<file path="config.mk">
export PLATFORM = sky130hd
export DESIGN_NAME = rep3_serial_tx
export DESIGN_NICKNAME = d
export VERILOG_FILES = /design/src/rtl/rep3_serial_tx.sv
export SDC_FILE = /design/constraint.sdc
export NUM_CORES = 1
export LEC_CHECK = 0
export ABC_AREA = 1
export CAP_MARGIN = 20
export CELL_PAD_IN_SITES_DETAIL_PLACEMENT = 1
export CELL_PAD_IN_SITES_GLOBAL_PLACEMENT = 1
export CORE_ASPECT_RATIO = 0.8
export CORE_UTILIZATION = 36
export DETAILED_ROUTE_END_ITERATION = 16
export PLACE_DENSITY = 0.81
export SYNTH_ARGS = -nofsm -noshare
export SYNTH_HDL_FRONTEND = slang
export SYNTH_SLANG_ARGS = --single-unit
</file>
<file path="constraint.sdc">
create_clock -name clk -period 1.2 [get_ports clk]
set_input_delay 0.24 -clock clk [delete_from_list [all_inputs] [get_ports clk]]
set_output_delay 0.24 -clock clk [all_outputs]
set_load 0.01 [all_outputs]
</file>
<file path="src/rtl/rep3_serial_tx.sv">
// rep3_serial_tx: LSB-first framed serial transmitter with every symbol repeated REP cycles.
// Frame: START(1), data bits, even parity, STOP(0); outputs are registered from next-state values.
module rep3_serial_tx #(
    parameter int DATA_W = 8,
    parameter int REP    = 3
) (
    input  logic              clk,
    input  logic              rst_n,
    input  logic [DATA_W-1:0] in_data,
    input  logic              in_valid,
    output logic              in_ready,
    output logic              tx_out,
    output logic              tx_frame,
    output logic              tx_done
);
    localparam int RW = (REP > 2) ? $clog2(REP) : 1;
    localparam int BW = (DATA_W > 1) ? $clog2(DATA_W) : 1;
    localparam logic [RW-1:0] REP_LAST = RW'(REP - 1);
    localparam logic [BW-1:0] BIT_LAST = BW'(DATA_W - 1);

    if (REP < 3 || REP % 2 == 0) begin : g_bad_rep
        $error("rep3_serial_tx: REP must be odd and >= 3");
    end
    if (DATA_W < 1 || DATA_W > 32) begin : g_bad_width
        $error("rep3_serial_tx: DATA_W must be 1..32");
    end

    typedef enum logic [2:0] {IDLE, START, DATA, PARITY, STOP} state_t;

    state_t            state, state_d;
    logic [RW-1:0]     rep_cnt, rep_d;
    logic [BW-1:0]     bit_cnt, bit_d;
    logic [DATA_W-1:0] shift, shift_d;
    logic              par, par_d, tx_d, frame_d, done_d, last_rep;

    assign in_ready = state == IDLE;
    assign last_rep = rep_cnt == REP_LAST;

    always_ff @(posedge clk or negedge rst_n) begin
        if (!rst_n) begin
            state    <= IDLE;
            rep_cnt  <= '0;
            bit_cnt  <= '0;
            shift    <= '0;
            par      <= 1'b0;
            tx_out   <= 1'b0;
            tx_frame <= 1'b0;
            tx_done  <= 1'b0;
        end else begin
            state    <= state_d;
            rep_cnt  <= rep_d;
            bit_cnt  <= bit_d;
            shift    <= shift_d;
            par      <= par_d;
            tx_out   <= tx_d;
            tx_frame <= frame_d;
            tx_done  <= done_d;
        end
    end

    always_comb begin
        state_d = state;
        rep_d   = last_rep ? '0 : rep_cnt + 1'b1;
        bit_d   = bit_cnt;
        shift_d = shift;
        par_d   = par;
        case (state)
            IDLE: begin
                rep_d = '0;
                if (in_valid) begin
                    state_d = START;
                    shift_d = in_data;
                    par_d   = ^in_data;
                end
            end
            START: if (last_rep) begin
                state_d = DATA;
                bit_d   = '0;
            end
            DATA: if (last_rep) begin
                shift_d = shift >> 1;
                bit_d   = bit_cnt + 1'b1;
                if (bit_cnt == BIT_LAST) begin
                    state_d = PARITY;
                    bit_d   = '0;
                end
            end
            PARITY: if (last_rep) state_d = STOP;
            STOP:   if (last_rep) state_d = IDLE;
            default: state_d = IDLE;
        endcase
    end

    // Outputs are decoded from the upcoming state so the registered line lines up with it.
    always_comb begin
        tx_d    = (state_d == START) | ((state_d == DATA) & shift_d[0]) | ((state_d == PARITY) & par_d);
        frame_d = state_d != IDLE;
        done_d  = (state_d == STOP) && (rep_d == REP_LAST);
    end
endmodule

</file>
==> Word level (Yosys, flattened, before mapping) <==
Index checks and enable logic that the tools add are counted.
{ "classes": {"eq_ne": 14, "n_bitwise": 4, "addsub": 2, "mux": 18, "n_reduce_logical": 8} }
{ "op_table": {"columns": ["op", "n"], "rows": [
  ["2-to-1 mux 3 bit", 9],
  ["2-to-1 mux 8 bit", 2],
  ["one-hot mux 8 bit (2 select lines)", 1],
  ["one-hot mux 3 bit (5 select lines)", 1],
  ["== test 3 x 2 -> 1 bit, second input constant", 4],
  ["== test 3 bit, second input constant", 3],
  ["XOR reduction 8 bit", 1],
  ["== test 3 x 1 -> 1 bit, second input constant", 2],
  ["inequality test 2 bit, second input constant", 3],
  ["one-hot mux 3 bit (2 select lines)", 1],
  ["AND reduction 3 bit", 2],
  ["== test 2 bit, second input constant", 2],
  ["2-to-1 mux 2 bit", 2],
  ["nonzero test 2 bit", 2],
  ["adder 3 x 1 -> 3 bit, second input constant", 1],
  ["zero test 3 bit", 1],
  ["nonzero test 3 bit", 1],
  ["adder 2 x 1 -> 2 bit, second input constant", 1],
  ["bitwise AND 1 bit", 2],
  ["2-to-1 mux 1 bit", 2],
  ["OR 1 bit", 2],
  ["logical AND 1 bit", 1]
]} }
{ "totals": {"reg_bits": 20, "wordCells": 55} }

==> Depth between registers and ports, before layout <==
{ "logic_depth": {"word_depth": 8, "depth_mapped": 10, "ltp_nobuf": 10} }

==> Worst setup path after synthesis <==
Ideal clock, no wire load.
{ "synth_path": {"kind": "register -> register", "from": "register bit_cnt[0]", "to": "register tx_out", "setup_ps": 117, "required_time_ps": 1083, "arrival_time_ps": 1180, "slack_ps": -97, "synth_period_minus_slack_ps": 1297, "path_buffers": 0, "stages_incl_launch_ff": 9, "path_cell_list": "dfrtp_1 > ha_1 > ha_1 > nand2_1 > nor2_2 > nor2_4 > nor2_1 > nor2_1 > nand2_1"} }
{ "synth_between": {"elab_chain_cells": 8, "word_cells_on_any_way": 11} }
{ "synth_lines": {"columns": ["item", "line", "rtl"], "rows": [
  ["from (decl)", "32", "logic [BW-1:0] bit_cnt, bit_d;"],
  ["from (signal assigned)", "52", "bit_cnt <= bit_d;"],
  ["== test 3 bit *", "83", "if (bit_cnt == BIT_LAST) begin"],
  ["2-to-1 mux 3 bit *", "83", null],
  ["2-to-1 mux 3 bit *", "80", "DATA: if (last_rep) begin"],
  ["one-hot mux 3 bit (5 select lines) *", "67", "case (state)"],
  ["== test 3 x 2 -> 1 bit", "96", "tx_d = (state_d == START) | ((state_d == DATA) & shift_d[0]) | ((state_d == PARITY) & par_d);"],
  ["bitwise AND 1 bit", "96", null],
  ["OR 1 bit", "96", null],
  ["OR 1 bit *", "96", null],
  ["via tx_d", "34", "logic par, par_d, tx_d, frame_d, done_d, last_rep;"],
  ["to (signal assigned)", "55", "tx_out <= tx_d;"],
  ["to (decl)", "12", "output logic tx_out,"]
]} }
The timed path passes the listed nets; every way through them passes the cells marked *.
A chain may end at the register's enable or synchronous reset.

==> Final worst setup path <==
{ "layout_path": {"from": "input port in_data[1]", "to": "register tx_out"} }
{ "layout_between": {"elab_chain_cells": 5} }
{ "layout_lines": {"columns": ["item", "line", "rtl"], "rows": [
  ["from (decl)", "9", "input logic [DATA_W-1:0] in_data,"],
  ["XOR reduction 8 bit", "73", "par_d = ^in_data;"],
  ["2-to-1 mux 1 bit", "70", "if (in_valid) begin"],
  ["2-to-1 mux 1 bit", "67", null],
  ["bitwise AND 1 bit", "96", null],
  ["OR 1 bit", "96", null],
  ["via tx_d", "34", null]
]} }
The timed path passes the listed nets, and every way through them passes these cells.

==> impl_summary.log <==
[metrics] Final Worst Setup Slack: -362 ps
[metrics] post-DP HPWL: 2600 um
[metrics] area of the die: 3420 um2
[metrics] most used flip-flop cell after synthesis: sky130_fd_sc_hd__dfrtp_1
[metrics] worst clock skew: 4.62 ps
[metrics] clock tree from TritonCTS: built
[metrics] utilization after layout: 66.7%
[metrics] share of flip-flops with an asynchronous set or reset after synthesis: 100%
[metrics] Power Dens Cells: 2340 nW/um2
[metrics] cell-internal power: 2520 uW
[metrics] Remaining Overflow, GRT: 0
[metrics] detail-routed via count per cell: 5.53
[metrics] worst hold-check path type: primary input to asynchronous set/reset pin
[metrics] Post-Place Worst Slack: -421 ps
[metrics] highest attainable clock frequency: 640 MHz
[metrics] total clock sinks: 20
[metrics] total vias in the final route: 1326
[metrics] Period minus WS final: 1560 ps
[metrics] ANT cells: 0
[metrics] Core Box Area: 2890 um2
[metrics] Routed Wire Length: 5550 um
[metrics] post-synthesis cell area: 1150 um2
[metrics] Critical Path End Type: flip-flop
[metrics] Critical Path RT: 1360 ps
[metrics] number of hold buffers added after cts: 0
[metrics] area occupied by registers: 503 um2
[metrics] kind of critical path: primary input to flip-flop
[metrics] number of global-route vias before repair: 1331
[metrics] Worst-Skew Late Latency: 280 ps
[metrics] largest net degree at the start of global routing: 21
[metrics] initial antenna violation count: 0
[metrics] crit start category: primary input
[metrics] synth cell count leaders: sky130_fd_sc_hd__nand2_1, sky130_fd_sc_hd__inv_1, sky130_fd_sc_hd__dfrtp_1, sky130_fd_sc_hd__nor2_1, sky130_fd_sc_hd__nand3_1
[metrics] initial core utilization: 39.7%
[metrics] nets: 216
[metrics] DRC: 0
[metrics] Port Buffers: 14
[metrics] portion of the clock cycle consumed by the worst path in the final layout: 130%
[metrics] synthesized area per cell: 8.08 um2
[metrics] average wire per standard cell: 23.1 um
[metrics] worst path cell trace: clkdlybuf4s50_1, inv_1, nand2_1, nand2_2, inv_1, nand2_1, nand2_1, nand2_1, nand3_4, nand3_1, nand2_1
[metrics] Horiz. Die Dim: 65.1 um
[metrics] ratio of cells with drive above 1 in the final layout: 50.5%
[metrics] post-synth top area cell: sky130_fd_sc_hd__dfrtp_1
[metrics] largest incremental delay on the critical path: 460 ps
[metrics] DRT antenna net count: 0
[metrics] Die Height: 52.5 um
[metrics] Inserted Clock Buffers: 3
[metrics] area share of the leading cell type in the synthesized netlist: 43.6%
[metrics] row count: 17
[metrics] number of cells in the design after placement: 217
[metrics] area growth from synthesis to layout: 68.0%
[metrics] Slew Limit Headroom: 79.4%
[metrics] Max Transition Viols Final: 0
[metrics] multi-input gate area in the final layout: 731 um2
[metrics] cell with the biggest individual delay on the critical path: sky130_fd_sc_hd__clkdlybuf4s50_1
[metrics] maximum root-to-sink buffer count: 2
[metrics] power share of the sequential group: 25.9%
[metrics] number of cells in the finished layout apart from fillers: 240
[metrics] Seq/Total Area, Yosys: 43.6%
[metrics] initial DRC count: 95
[metrics] critical path's most frequent cell: sky130_fd_sc_hd__nand2_1
[metrics] max-cap violations: 0
[metrics] number of synthesized flops with an enable pin: 0
[metrics] Arrival @ worst endpoint: 1720 ps
[metrics] run status: complete, but fails checks
[metrics] global-route usage over all layers: 27.2%
[metrics] worst ir drop on vdd: 1.69 mV
[metrics] global placement routability congestion: 0.761
[metrics] slew at the pin closest to its max-slew limit: 307 ps
[metrics] Syn Nets: 155
[metrics] ports placed on the boundary: 15
[metrics] total iterations of the first detailed-routing run: 4
[metrics] number of warnings issued by yosys: 0
[metrics] Final setup viols: 20
[metrics] unrepaired setup endpoints after global routing: yes
[metrics] clock root buffer: sky130_fd_sc_hd__clkbuf_8
[metrics] power share of the combinational group: 58.5%
[metrics] register bit total from synthesis: 20
[metrics] switching power share of the total: 44.1%
[metrics] number of hold-slack violations in the final timing report: 0
[metrics] leakage power total: 0.000996 uW
[metrics] cells after synthesis: 142
[metrics] fillers: 327
[metrics] Max FO, Critical Path: 3
[metrics] relative contribution of the clock network to total power: 15.6%
[metrics] number of levels in the clock H-tree: 1
[metrics] main area contributors after synthesis: sky130_fd_sc_hd__dfrtp_1, sky130_fd_sc_hd__nand2_1, sky130_fd_sc_hd__inv_1, sky130_fd_sc_hd__nor2_1, sky130_fd_sc_hd__nand3_1
[metrics] number of library cell types mapped by synthesis: 27
[metrics] clock-pin slew of the registers on the worst-case setup and hold paths: 80 ps
[metrics] wire length of the first global-routing pass: 6600 um
[metrics] violated checks: negative setup slack
[metrics] top-count cell post-synth: sky130_fd_sc_hd__nand2_1
[metrics] P_sw: 1990 uW
[final cells by class]
class                      count  area share (%)
clock inverter                 1            1.56
timing repair buffer          56            23.8
tap                           38            2.47
clock buffer                   3            2.14
inverter                      27            6.04
multi-input combinational     95            37.9
sequential                    20            26.1
[final timing paths]
path                            startpoint       end  slack, ps  depth (start not counted)
worst min register to register    shift[6]  shift[6]        520                          2
worst min-delay path                 rst_n  shift[6]        320                          2
worst max-delay path            in_data[1]    tx_out       -360                         11
max in group asynchronous            rst_n  state[0]        640                          2
worst max register to register    state[0]    tx_out       -320                          9
min in group clk                  shift[6]  shift[6]        520                          2
[power by group through the flow]
stage	Clock (uW)	Combinational (uW)	Sequential, uW
after floorplan	0	928	1150
after detailed placement	0	1700	1100
after global routing	734	2760	1180
after global placement	0	1570	1080
final	702	2640	1170
after CTS	694	1970	1130
[logic make-up (layout without fill, tap and decap cells)]
group,count (synthesis),count (layout),share of synthesized area [%]
AND/OR/NAND/NOR,79,79,36.8
buffers and inverters,27,87,8.83
flip-flops,20,20,43.6
AO/OA/AOI/OAI,13,13,7.85
adder cells (fa/ha/maj),2,2,2.18
XOR/XNOR,1,1,0.763
[layer usage]
metal | track usage [%] | vias to the layer above | part of all wire [%]
met5 | 0 | - | 0
met4 | 8.70 | 0 | 4.3
met3 | 8.26 | 22 | 6.1
met2 | 51.7 | 55 | 49
met1 | 28.8 | 680 | 41
li1 | - | 569 | -
[sequential cells by signal, indices dropped and copies added (netlist names)]
| signal | flops |
|---|---|
| shift | 8 |
| bit_cnt | 3 |
| state | 3 |
| rep_cnt | 2 |
| par | 1 |
| tx_done | 1 |
| tx_frame | 1 |
| tx_out | 1 |
[repair_timing]
item,CTS,global route
setup endpoints to repair,22,19
buffers inserted,6,16
pin swaps,11,19
gates resized for setup,34,31
[cells in the final DEF, fill, tap and decap left out, types with 2 or more instances in the layout]
cell                               n
sky130_fd_sc_hd__nor2_4            7
sky130_fd_sc_hd__inv_1            19
sky130_fd_sc_hd__clkinv_4          2
sky130_fd_sc_hd__o21ai_0           2
sky130_fd_sc_hd__dfrtp_1          18
sky130_fd_sc_hd__nand2_1          31
sky130_fd_sc_hd__buf_6             4
sky130_fd_sc_hd__nor3_1            2
sky130_fd_sc_hd__inv_2             5
sky130_fd_sc_hd__nor2_1            5
sky130_fd_sc_hd__a22oi_2           2
sky130_fd_sc_hd__nor2_2            6
sky130_fd_sc_hd__nand2_2           8
sky130_fd_sc_hd__o221ai_2          2
sky130_fd_sc_hd__clkdlybuf4s50_1   8
sky130_fd_sc_hd__nand2_4           5
sky130_fd_sc_hd__nand3_4           4
sky130_fd_sc_hd__clkbuf_8          3
sky130_fd_sc_hd__dlygate4sd2_1     5
sky130_fd_sc_hd__nand3_1           4
sky130_fd_sc_hd__dfrtp_2           2
sky130_fd_sc_hd__a22oi_1           2
sky130_fd_sc_hd__buf_4            38
[worst max-delay path: cells and delay by family]
family / cells / cell delay, ps
and+or+nand+nor: 8 / 790
buffers and inverters: 3 / 680
[per-stage QoR]
stage | power [uW] | hold WS [ps] | cell area (um2) | setup TNS, ps
floorplan | 2070 | -55.6 | 1160 | -39.9
global placement | 2650 | 441 | 1530 | -2380
detailed placement | 2810 | 469 | 1530 | -3640
CTS | 3790 | 321 | 1710 | -2340
global route | 4670 | 329 | 1930 | -4680
finish | 4510 | 320 | 1930 | -4080
No activity file was read; power rests on OpenSTA's default activity.
